`config.mk`:
```
export PLATFORM = sky130hd
export DESIGN_NAME = reg_write_arbiter
export DESIGN_NICKNAME = d
export VERILOG_FILES = /design/src/rtl/reg_write_arbiter.sv
export SDC_FILE = /design/constraint.sdc
export NUM_CORES = 1
export LEC_CHECK = 0
export CORE_MARGIN = 5
export CORE_UTILIZATION = 48
export DETAILED_ROUTE_END_ITERATION = 12
export PLACE_DENSITY_LB_ADDON = 0.15
export REMOVE_ABC_BUFFERS = 1
export SLEW_MARGIN = 10
export SYNTH_ARGS = -nofsm -noshare
export SYNTH_HDL_FRONTEND = slang
export SYNTH_SLANG_ARGS = --single-unit
export TNS_END_PERCENT = 20
```
`constraint.sdc`:
```
create_clock -name clk -period 2.6 [get_ports clk]
set_input_delay 0.78 -clock clk [delete_from_list [all_inputs] [get_ports clk]]
set_output_delay 0.78 -clock clk [all_outputs]
set_load 0.005 [all_outputs]
```
`src/rtl/reg_write_arbiter.sv`:
```
// Round-robin arbiter granting NREQ requesters write access to one shared register.
// Each transaction runs IDLE -> GRANT -> WRITE, and every output comes from a register.
module reg_write_arbiter #(
    parameter int NREQ  = 4,
    parameter int WIDTH = 8
) (
    input  logic                  clk,
    input  logic                  rst,
    input  logic [NREQ-1:0]       req,
    input  logic [NREQ*WIDTH-1:0] data_in,
    output logic [NREQ-1:0]       gnt,
    output logic [NREQ-1:0]       ack,
    output logic                  reg_ena,
    output logic [WIDTH-1:0]      reg_data,
    output logic                  busy,
    output logic [7:0]            wr_count
);
    localparam int PW = (NREQ > 1) ? $clog2(NREQ) : 1;

    typedef enum logic [1:0] {IDLE, GRANT, WRITE} state_t;

    state_t           state_q, state_d;
    logic [PW-1:0]    ptr_q, ptr_d;
    logic [PW-1:0]    win_q, win_d;
    logic [WIDTH-1:0] hold_q, hold_d;
    logic [WIDTH-1:0] reg_data_q, reg_data_d;
    logic [NREQ-1:0]  gnt_q, gnt_d;
    logic [NREQ-1:0]  ack_q, ack_d;
    logic             reg_ena_q, reg_ena_d;
    logic             busy_q, busy_d;
    logic [7:0]       cnt_q, cnt_d;

    logic             pick_vld;
    logic [PW-1:0]    pick_idx;

    // Scan from the far end back to ptr, so the last hit is the first in search order.
    always_comb begin : rr_search
        int idx;
        idx      = 0;
        pick_vld = 1'b0;
        pick_idx = '0;
        for (int k = NREQ - 1; k >= 0; k--) begin
            idx = (int'(ptr_q) + k) % NREQ;
            if (req[PW'(idx)]) begin
                pick_vld = 1'b1;
                pick_idx = PW'(idx);
            end
        end
    end

    always_comb begin
        state_d    = state_q;
        ptr_d      = ptr_q;
        win_d      = win_q;
        hold_d     = hold_q;
        reg_data_d = reg_data_q;
        gnt_d      = gnt_q;
        ack_d      = '0;
        reg_ena_d  = 1'b0;
        cnt_d      = cnt_q;
        case (state_q)
            IDLE: begin
                if (pick_vld) begin
                    state_d = GRANT;
                    win_d   = pick_idx;
                    gnt_d   = NREQ'(1) << pick_idx;
                    hold_d  = data_in[pick_idx*WIDTH +: WIDTH];
                end
            end
            GRANT: begin
                // A requester that drops out before the write forfeits its turn, ptr untouched.
                if (req[win_q]) begin
                    state_d    = WRITE;
                    reg_ena_d  = 1'b1;
                    reg_data_d = hold_q;
                    ack_d      = gnt_q;
                end else begin
                    state_d = IDLE;
                    gnt_d   = '0;
                end
            end
            WRITE: begin
                state_d = IDLE;
                gnt_d   = '0;
                ptr_d   = PW'((int'(win_q) + 1) % NREQ);
                cnt_d   = cnt_q + 8'd1;
            end
            default: begin
                state_d = IDLE;
                gnt_d   = '0;
            end
        endcase
        busy_d = (state_d != IDLE);
    end

    always_ff @(posedge clk) begin
        if (!rst) begin
            state_q    <= IDLE;
            ptr_q      <= '0;
            win_q      <= '0;
            hold_q     <= '0;
            reg_data_q <= '0;
            gnt_q      <= '0;
            ack_q      <= '0;
            reg_ena_q  <= 1'b0;
            busy_q     <= 1'b0;
            cnt_q      <= '0;
        end else begin
            state_q    <= state_d;
            ptr_q      <= ptr_d;
            win_q      <= win_d;
            hold_q     <= hold_d;
            reg_data_q <= reg_data_d;
            gnt_q      <= gnt_d;
            ack_q      <= ack_d;
            reg_ena_q  <= reg_ena_d;
            busy_q     <= busy_d;
            cnt_q      <= cnt_d;
        end
    end

    assign gnt      = gnt_q;
    assign ack      = ack_q;
    assign reg_ena  = reg_ena_q;
    assign reg_data = reg_data_q;
    assign busy     = busy_q;
    assign wr_count = cnt_q;

endmodule

```
Word-level counts from Yosys, hierarchy flattened
Index checks and enable logic that the tools add are counted.
{ "totals": {"ramBits": 0, "inputBits": 38, "mem_count": 0, "mem_bits_ro": 0, "wordCells": 59, "latch_bits": 0, "regBits": 40} }
{ "op_classes": {"bitwise_logic": 0, "order_cmp": 5, "reduce_logical": 5, "n_mul": 0, "n_eq_ne": 3, "mux": 29, "n_div": 0, "shifts": 2, "add_sub_neg": 5} }
{ "ops": {"columns": ["op", "count"], "rows": [
  ["32-bit by 6-bit indexed part select with 8-bit output", 1],
  ["2-bit by 4-bit less-than comparator with 1-bit output, second input constant", 4],
  ["1-bit two-way mux", 14],
  ["2-bit two-way mux", 6],
  ["1-bit binary-select mux with 2-bit select", 5],
  ["8-bit by 1-bit adder with 8-bit output, second input constant", 1],
  ["4-bit two-way mux", 2],
  ["4-bit one-hot mux with 2 select lines", 1],
  ["2-bit AND reduction", 3],
  ["2-bit by 1-bit adder with 2-bit output, second input constant", 2],
  ["2-bit adder, second input constant", 2],
  ["2-bit one-hot mux with 2 select lines", 1],
  ["1-bit by 2-bit left shift with 4-bit output, first input constant", 1],
  ["2-bit by 3-bit less-than comparator with 1-bit output, second input constant", 1],
  ["2-bit by 1-bit == test with 1-bit output, second input constant", 1],
  ["2-bit == test, second input constant", 1],
  ["2-bit zero test", 1],
  ["2-bit != test, second input constant", 1],
  ["2-bit nonzero test", 1]
]} }

Depth between registers and ports, before layout
{ "depth": {"depth_word": 11, "depth_mapped": 7} }

Worst setup path before layout
No wires, ideal clock.
{ "synth_path": {"path_type": "input to register", "from": "input req[2]", "to": "register hold_q[6]", "arrival_time_ns": 1.846, "slack_ns": 0.637, "path_buffers": 2, "path_stages": 7, "required_ns": 2.482, "path_cell_list": "inv_1 > o32ai_2 > or2_1 > buf_6 > buf_6 > o211ai_1 > o2111a_1"} }
{ "synth_between": {"elab_chain_cells": 8, "word_cells_on_any_way": 22} }
{ "synth_rtl": {"columns": ["item", "line_no", "text"], "rows": [
  ["start, declared", "9", "input logic [NREQ-1:0] req,"],
  ["1-bit binary-select mux with 2-bit select", "44", "if (req[PW'(idx)]) begin"],
  ["1-bit two-way mux (not written as such) (2 in a row)", "44", null],
  ["2-bit two-way mux or 1-bit two-way mux (tied branches) (4 in a row)", "44", null],
  ["32-bit by 6-bit indexed part select with 8-bit output or 2-bit AND reduction (tied branches)", null, null],
  ["end signal, assigned", "112", "hold_q <= hold_d;"],
  ["end, declared", "25", "logic [WIDTH-1:0] hold_q, hold_d;"]
]} }
Parallel ways exist; a longest one is shown, timed or not. The select of a mux whose other input is x is not followed.
A chain may end at the register's enable or synchronous reset.

Worst setup path after layout
{ "layout_path": {"from": "input req[2]", "to": "register gnt_q[1] (netlist: gnt[1])"} }
{ "layout_between": {"elab_chain_cells": 10, "word_cells_on_any_way": 27} }
{ "layout_rtl": {"columns": ["item", "line_no", "text"], "rows": [
  ["1-bit binary-select mux with 2-bit select", "44", null],
  ["1-bit two-way mux (not written as such) (2 in a row)", "44", null],
  ["2-bit two-way mux (4 in a row)", "44", null],
  ["1-bit by 2-bit left shift with 4-bit output", "66", "gnt_d = NREQ'(1) << pick_idx;"],
  ["4-bit two-way mux", "63", "if (pick_vld) begin"],
  ["4-bit one-hot mux with 2 select lines", "61", "case (state_q)"],
  ["end signal, assigned", "114", "gnt_q <= gnt_d;"],
  ["end, declared", "27", "logic [NREQ-1:0] gnt_q, gnt_d;"]
]} }
Parallel ways exist; a longest one is shown, timed or not. The select of a mux whose other input is x is not followed.

==> out/qor.csv <==
stage,metric,value,unit
layout,# diodes,0,
clock_tree,# clock sinks,40,
timing,Final Hold Viols,0,
logic_synthesis,largest cells by area after synthesis,"dfxtp_1 44%, o211ai_1 6.6%, o21ai_0 5.7%",
timing,setup violators final,0,
logic_synthesis,Netlist cell types,41,
logic_synthesis,xor-xnor portion of the synthesized cell area,2.87,%
layout,Syn-to-layout area delta,46.6,%
logic_synthesis,largest family of logic cells by synthesized area,compound AO/OA/AOI/OAI gates,
global_route,largest net degree at the start of global routing,28,
clock_tree,cts hold-fix bufs,0,
routing,Routed Antenna Nets,0,
routing,DR vias,1704,
placed_design,GPL Wtd Cong,0.938,
placed_design,placed insts,322,
routing,DRT Pass-1 Iters,4,
worst_setup_path,"Largest delay share family, worst path",buffers and inverters,
routing,DR vias/cell,5.16,
logic_synthesis,Post-Syn Area,1830,sq um
timing,Final period util,90.3,%
logic_synthesis,Post-synth EDFFs,0,
clock_tree,clk_lat worst skew,0.28,ns
timing,"Slew Viols, Final",0,
clock_tree,Post-CTS Resized,0,
clock_tree,Clock transition at path regs,0.07,ns
timing,setup TNS,0,ns
timing,Rel. slew slack,66.9,%
die,core area,3690,sq um
die,I/O pins,64,
pwr,Clock Power Share,35.0,%
die,die outline height,71.7,um
logic_synthesis,Synth Area in Simple Gates,15.1,%
global_route,initial antenna violation count,0,
logic_synthesis,"Avg Cell Area, Syn",8.79,sq um
clock_tree,Num CTS Buffers,5,
logic_synthesis,register area share after synthesis,43.8,%
layout,nets,320,
timing,fin crit period,2.35,ns
worst_setup_path,Critical Path Max Stage Delay,0.56,ns
logic_synthesis,top-count cell post-synth,dfxtp_1,
global_route,first-pass GRT wire length,7760,um
logic_synthesis,yosys warns,0,
logic_synthesis,post-synthesis mux area share,5.54,%
pwr,Pwr per Cell Area,555,nW/um^2
worst_setup_path,Worst Path Required,2.81,ns
clock_tree,setup bufs post-CTS,0,
worst_setup_path,crit path cell chain,"clkdlybuf4s50_1, nor4_1, buf_4, nand2b_1, buf_4, nor3_1, o21ai_0, a21oi_1",
routing,# DRC,0,
clock_tree,CTS tree,done,
die,DIE AREA,5150,sq um
logic_synthesis,Post-Synth Adder-Cell Area,0.684,%
die,Die X,71.7,um
clock_tree,CTS root buffer,clkbuf_8,
pwr,worst vdd ir,0.000377,V
run_status,status,"complete, no violations",
die,Initial Utilization,49.6,%
clock_tree,CTS Buffer Depth,2,
worst_setup_path,worst-path fanout max,5,
timing,hold slack final,0.487,ns
logic_synthesis,leading area contributor after synthesis,dfxtp_1,
pwr,switching share of power,24.5,%
worst_setup_path,Arrival @ worst endpoint,2.56,ns
routing,detailed router's first-iteration violation count,84,
logic_synthesis,number of synthesized register bits,40,
global_route,vias in the first global route,1733,
worst_setup_path,Startpoint Class,input pin,
layout,fraction of layout cells with a size suffix above 1,10.3,%
placed_design,# port buffers,63,
timing,clk_skew,0.00598,ns
global_route,Global Route Usage Sum,18.7,%
pwr,share of total power in combinational logic,19.4,%
worst_setup_path,Crit Path Class,input pin to flop,
timing,RSZ-0062 raised after global routing,false,
min_path,worst min-delay path category,flop to flop,
clock_tree,H-tree depth,2,
pwr,LEAKAGE,0.00109,uW
routing,Total Wirelength,4580,um
layout,final cell count without fillers,330,
worst_setup_path,Critical Path End Type,flop,
layout,Post-Route Utilization,72.7,%
placed_design,Post-DP HPWL,3440,um
logic_synthesis,most frequent cells after synthesis,"40 x dfxtp_1, 26 x nor2_1, 21 x o21ai_0, 18 x inv_1, 16 x o211ai_1",
pwr,Psw,366,uW
die,FP Rows,22,
flow_run,max cap viols,0,
logic_synthesis,compound-gate portion of the synthesized area,25.0,%
logic_synthesis,Synth async-reset ratio,0,%
timing,Least-Margin Pin Slew,0.491,ns
global_route,gr ovfl total,0,
timing,fmax,426,MHz
worst_setup_path,"slowest stage cell, crit path",clkdlybuf4s50_1,
logic_synthesis,Mapped Cells,208,
worst_setup_path,Bufs and invs on worst path,3,
worst_setup_path,Crit path top cell by count,buf_4,
pwr,Int Pwr,1120,uW
layout,fill count,310,
pwr,Flop pwr share,45.6,%
logic_synthesis,Yosys top cell area share,43.8,%
routing,routed len/inst,13.9,um
logic_synthesis,"Primary FF master, synth",dfxtp_1,
==> per-stage QoR <==
| step | total power [uW] | setup slack (ns) | instance area [sq um] |
|---|---|---|---|
| after floorplan | 827 | 0.377 | 1770 |
| after global placement | 977 | -0.0178 | 2560 |
| after detailed placement | 981 | -0.0392 | 2560 |
| after CTS | 1500 | 0.263 | 2680 |
| after global routing | 1560 | 0.120 | 2680 |
| final | 1490 | 0.253 | 2680 |
==> tightest hold or removal path, delay by kind of cell (launching register included) <==
kind	cells	cell delay [ns]
DFF	1	0.33
and+or+nand+nor	1	0.06
AOI/OAI and AO/OA	1	0.06
==> state kept, by name (all words and copies together) (netlist names) <==
register and count:
state_q 2, wr_count 8, win_q 2, ptr_q 2
busy 1, gnt 4, hold_q 8, ack 4
reg_ena 1, reg_data 8
==> path summary, 6_finish.rpt <==
path | start | endpoint | slack [ns] | depth (start not counted)
hold reg to reg | gnt[1]$_SDFFE_PN0P_ | gnt[1]$_SDFFE_PN0P_ | 0.49 | 2
setup reg to reg | ptr_q[1]$_SDFFE_PN0N_ | hold_q[5]$_SDFFE_PN0P_ | 0.80 | 5
setup / recovery | req[2] | gnt[1]$_SDFFE_PN0P_ | 0.25 | 8
hold / removal | gnt[1]$_SDFFE_PN0P_ | gnt[1]$_SDFFE_PN0P_ | 0.49 | 2
==> metal layers <==
layer | vias to the layer above | track usage (%) | share of wire, %
met5 | - | 0 | 0
met1 | 775 | 23.0 | 44
met3 | 6 | 4.91 | 5.7
li1 | 876 | - | -
met2 | 47 | 32.6 | 50
met4 | 0 | 4.18 | 0.98
==> cells in the final DEF (no fill, tap or decap), drive strengths merged, types with 3 or more instances in the layout <==
| master | count |
|---|---|
| clkdlybuf4s50 | 63 |
| dfxtp | 40 |
| nor2 | 27 |
| o21ai | 22 |
| inv | 19 |
| o211ai | 16 |
| buf | 13 |
| mux2i | 9 |
| nand2 | 9 |
| a21oi | 9 |
| o2111a | 8 |
| clkbuf | 6 |
| and2 | 4 |
| xor2 | 4 |
| nor2b | 3 |
| nand2b | 3 |
| nand4 | 3 |
| nor3 | 3 |
==> power by group through the flow <==
| stage | clock network (uW) | registers [uW] | logic (uW) |
|---|---|---|---|
| 3_5_place_dp | 0 | 692 | 289 |
| 4_1_cts | 530 | 678 | 290 |
| 2_1_floorplan | 0 | 687 | 140 |
| 6_report | 522 | 679 | 289 |
| 3_3_place_gp | 0 | 691 | 285 |
| 5_1_grt | 560 | 683 | 321 |
==> cell families after synthesis <==
| group | after synthesis |
|---|---|
| buf+inv | 29 |
| compound gates | 64 |
| xor+xnor | 6 |
| simple gates | 58 |
| mux | 10 |
| fa+ha+maj | 1 |
| flops | 40 |
==> final cells by class <==
cell class	count	area [sq um]	area share (%)
multi-input cells	139	901	33.6
repair buffers	76	728	27.1
clock inverters	2	38.8	1.45
inverters	19	71.3	2.66
well taps	48	60.1	2.24
flip-flops and latches	40	801	29.9
clock buffers	6	82.6	3.08
(Power assumes the default switching activity.)
==> RTL edit 1: new RTL, same settings <==
Set the parameter `WIDTH` to 6 (it was 8).
--- a/src/rtl/reg_write_arbiter.sv
+++ b/src/rtl/reg_write_arbiter.sv
@@ -2,7 +2,7 @@
 // Each transaction runs IDLE -> GRANT -> WRITE, and every output comes from a register.
 module reg_write_arbiter #(
     parameter int NREQ  = 4,
-    parameter int WIDTH = 8
+    parameter int WIDTH = 6
 ) (
     input  logic                  clk,
     input  logic                  rst,
Ports: changed (resized data_in and reg_data); port bits go from 64 to 54. The function was not compared with the original's and may differ.
==> RTL edit 1 against the original RTL <==
Area after synthesis fell by 7.0%. Fmax rose by 1.8%. Wire length fell by 16%. Setup slack improved by 0.041 ns. Total power fell by 22%. Synthesized cell count fell by 18%. Sequential power fell by 11%. Combinational power fell by 19%. Highest routed layer unchanged. First-iteration DRC count fell by 11%. Sequential cell count fell by 4. Largest cell class unchanged. Design area fell by 12%.
==> RTL edit 1: results (changes against the original RTL) <==
status finished, final reports clean; RR Endpoint reg_data[1]; clock-pin transition on the worst setup and hold timing paths 0.10 ns (+0.03 ns); layout cells sized above 1 12.6% (+2.3 points); P_leak 0.977 nW (-10%); DR vias/cell 5.15 (-0.22%); Placed Cells 269 (-16%); fillers 260 (-16%); WHS 0.490 ns (+0.00357 ns); placed instance area 0.00229 mm2 (-11%); nets 261 (-18%); R2R Path Start win_q[1]; non-filler cells, final 276 (-16%); crit-path max FO 8 (+3); Overall Global Routing Usage 17.1% (-1.5 points); First-pass DRT Iterations 4 (unchanged); vias in the first global route 1453 (-16%); root buf cell clkbuf_4; arrival time worst endpoint 2.54 ns (-0.02 ns); final worst path period share 88.7% (-1.6 points); reg2reg setup slack 0.87 ns (+0.07 ns); IO Port Bufs 53 (-16%); worst slack, placed -0.0553 ns (-0.0161 ns); Peak VDD IR 348 uV (-7.5%); RD Place Congestion 0.827 (-12%); synthesized area per cell 10.0 um2 (+14%); clk_lat worst skew 0.33 ns (+0.05 ns); Adder-Cell Fraction of Synth Area 0.736% (+0.052 points); pin count of the biggest net entering global routing 22 (-21%); Worst Skew 0.00347 ns (-0.00250 ns); Met3 Wirelength 275 um (+5.0%); Reg power frac 52.1% (+6.5 points); grt met1 use 21.4% (-1.6 points); hold path cells 1 (-1); M1 WL 1.73 mm (-14%); Met2 Wirelength 1.79 mm (-21%); post-synthesis compound-gate area fraction 17.8% (-7.2 points); R2R cell count 6 (+1); DP Wirelength 3.02 mm (-12%); Seq/Total Area, Yosys 42.4% (-1.4 points); starting DRC count in detailed routing 75 (-11%); grt met2 use 26.3% (-6.3 points); first-pass GRT wire length 6.70 mm (-14%); top post-synthesis cells by area dfxtp_1, mux2i_1, o211a_1; CP peak stage delay 0.60 ns (+0.04 ns); Yosys cell types 39 (-4.9%); Seq. pwr 0.606 mW (-11%); Hold Path End ack[1]; post-synthesis mux area share 9.42% (+3.9 points); Worst Tran Pin Value 0.468 ns (-0.0232 ns); Sw Ratio 24.7% (+0.15 points); Post-Synth XOR/XNOR Area 3.09% (+0.22 points); met3 Usage GRT 6.67% (+1.8 points)
==> RTL edit 1: layout make-up <==
cell class | instances | area [um2] | area share [%]
clock buffer | 7 | 65.1 | 2.77
multi-input combinational | 120 | 903 | 38.4
tap | 46 | 57.6 | 2.45
timing repair buffer | 59 | 576 | 24.5
sequential | 36 | 721 | 30.6
inverter | 8 | 30.0 | 1.28
==> RTL edit 1: worst max-delay path by stage <==
stage,from,depth (start not counted),to
after global placement,req[2],6,hold_q[4]
after floorplan,req[3],5,reg_data[0]
after global routing,req[0],6,hold_q[3]
after detailed placement,req[2],6,hold_q[4]
after CTS,req[2],6,hold_q[4]
final,req[2],6,hold_q[4]
==> RTL edit 1: cells by family (layout without fill, tap and decap cells) <==
family / Yosys count / in the layout
XOR/XNOR: 6 / 6
adder cells (fa/ha/maj): 1 / 1
AND/OR/NAND/NOR: 62 / 62
buffers and inverters: 14 / 74
multiplexers: 14 / 14
flip-flops: 36 / 36
AO/OA/AOI/OAI: 37 / 37
==> RTL edit 2: new RTL, config.mk and constraints unchanged <==
Made on the original files. Reset style: asynchronous (`rst`), changed in one clocked block.
--- a/src/rtl/reg_write_arbiter.sv
+++ b/src/rtl/reg_write_arbiter.sv
@@ -93,7 +93,7 @@
         busy_d = (state_d != IDLE);
     end
 
-    always_ff @(posedge clk) begin
+    always_ff @(posedge clk or negedge rst) begin
         if (!rst) begin
             state_q    <= IDLE;
             ptr_q      <= '0;
Behaviour: differs if rst is asserted again (counterexample within 4 cycles, from zero or initial values and one cycle with rst low); with rst held inactive, the same outputs for 10 cycles.
==> RTL edit 2 against the original RTL <==
Area after synthesis up 7.0%. Design area rose by 1.7%. Register-to-register slack better by 0.18 ns. Wire length rose by 1.3%. Count of clock-buffer cells in the layout fell by 1. Sequential cell count unchanged. Setup slack improved by 0.15 ns. Largest cell class is now sequential cells. Highest routed layer unchanged.
Power is not compared: it rests on default switching activity, and its combinational part moved more than twofold at a synthesized area within 25%.
==> RTL edit 2: results (changes against the original RTL) <==
starting DRC count in detailed routing 93 (+11%); crit-path max FO 15 (+10); maximum root-to-sink buffer count 2 (unchanged); Yosys cell types 37 (-9.8%); Peak VDD IR ~580 uV; pin count of the biggest net entering global routing 41 (+46%); Seq/Total Area, Yosys 51.1% (+7.3 points); hold path startpoint wr_count[7]; initial antenna violation count 0 (unchanged); First-pass DRT Iterations 4 (unchanged); layout cells sized above 1 17.3% (+7.0 points); vias in the first global route 1548 (-11%); post-CTS setup repair buffer count 0 (unchanged); clk_lat worst skew 0.30 ns (+0.02 ns); arrival time worst endpoint 2.38 ns (-0.18 ns); P_leak about 1.2 nW; Post-synth top cells dfrtp_1, nand2_1, nor2_1, mux2i_1, o22ai_1; post-synthesis compound-gate area fraction 17.1% (-8.0 points); nets 269 (-16%); RD Place Congestion 0.734 (-22%); post-synthesis mux area share 11.6% (+6.1 points); R2R cell count 5 (unchanged); fraction of registers with async set/reset 100% (+100 points); DP Wirelength 3.42 mm (-0.39%); status finished, final reports clean; clock-pin transition on the worst setup and hold timing paths approximately 0.08 ns; Synth Warn # 0 (unchanged); CP max-delay cell clkdlybuf4s50_1; ant diodes 0 (unchanged); H-tree lvl count 2 (unchanged); fillers 290 (-6.5%); Worst slew margin 43.5% (-23 points); Worst Skew 0.00548 ns (-0.000495 ns); first-pass GRT wire length 7.51 mm (-3.1%); IO Port Bufs 63 (unchanged); CTS Buf Count 5 (unchanged); Overall Global Routing Usage 18.3% (-0.36 points); RR Endpoint gnt[0]; Worst path top cell family by delay buffers and inverters; number of gates resized after cts 0 (unchanged); Hold Path End wr_count[7]; Adder-Cell Fraction of Synth Area 0.639% (-0.045 points); R2R Path Start state_q[1]; top post-synthesis cells by area dfrtp_1, a221oi_2, mux2_4; final wirelength 4.64 mm (+1.3%); hold path cells 1 (-1); root buf cell clkbuf_8; reg2reg setup slack 0.98 ns (+0.18 ns); Post-Synth XOR/XNOR Area 3.58% (+0.71 points); DR vias/cell 5.39 (+4.4%); GR Overflow Total 0 (unchanged); switching power about 1.0 mW; CP peak stage delay approximately 0.55 ns; Hold WC Path Type flop to flop
## RTL edit 2: changes by cell type in the layout (fill, tap and decap cells not counted), moves of 8 or more
cell | before | now
buf_4 | 13 | 3
o2111a_1 | 8 | 0
dfrtp_1 | 0 | 40
o22ai_1 | 0 | 10
o21ai_0 | 21 | 5
o211ai_1 | 16 | 0
inv_1 | 18 | 2
nor2_1 | 26 | 12
a221oi_2 | 0 | 8
dfxtp_1 | 40 | 0
## RTL edit 2: metal layers
| metal | vias up | global-route usage, % | part of all wire [%] |
|---|---|---|---|
| met3 | 6 | 5.20 | 5.3 |
| li1 | 727 | - | - |
| met4 | 0 | 6.24 | 1.3 |
| met2 | 38 | 30.0 | 51 |
| met5 | - | 0 | 0 |
| met1 | 744 | 23.2 | 43 |
## RTL edit 2: kinds of logic after synthesis
| logic type | count (synthesis) |
|---|---|
| adders and majority gates | 1 |
| DFF | 40 |
| AOI/OAI and AO/OA | 39 |
| buffers and inverters | 14 |
| and+or+nand+nor | 44 |
| xor gates and xnor gates | 8 |
| muxes | 19 |
## RTL edit 2: layout make-up
type	instances	area, um2	area share, %
clock buffer	5	68.8	2.52
clock inverter	3	46.3	1.70
inverter	5	18.8	0.688
multi-input combinational	111	863	31.6
sequential	40	1000	36.7
tap	50	62.6	2.29
timing repair buffer	67	668	24.5
## RTL edit 2: power groups by stage
stage	Sequential (mW)	Combinational (mW)	Clock, mW
floorplan	1.07	0.800	0
global placement	1.09	1.36	0
detailed placement	1.10	1.39	0
CTS	1.10	1.41	0.523
global route	1.14	1.51	0.555
finish	1.10	1.40	0.520
## RTL edit 2: worst max-delay path by stage
stage	cells past startpoint	start	endpoint	slack, ns
finish	6	req[1]	hold_q[0]	0.40
floorplan	3	req[0]	reg_data[0]	0.56
detailed placement	6	req[1]	hold_q[0]	0.1
global placement	5	req[1]	hold_q[2]	0.17
CTS	6	req[1]	hold_q[0]	0.41
global route	6	req[0]	hold_q[7]	0.28
## RTL edit 2: metrics by stage
step / setup slack, ns / instance area (um2) / cells / hold slack [ns] / utilization, %
global placement: 0.171 / 2610 / 273 / 0.458 / 65.8
finish: 0.400 / 2730 / 281 / 0.475 / 68.7
detailed placement: 0.0995 / 2610 / 273 / 0.476 / 65.8
global route: 0.278 / 2730 / 281 / 0.502 / 68.7
floorplan: 0.561 / 1880 / 156 / 0.468 / -
CTS: 0.409 / 2730 / 281 / 0.487 / 68.7
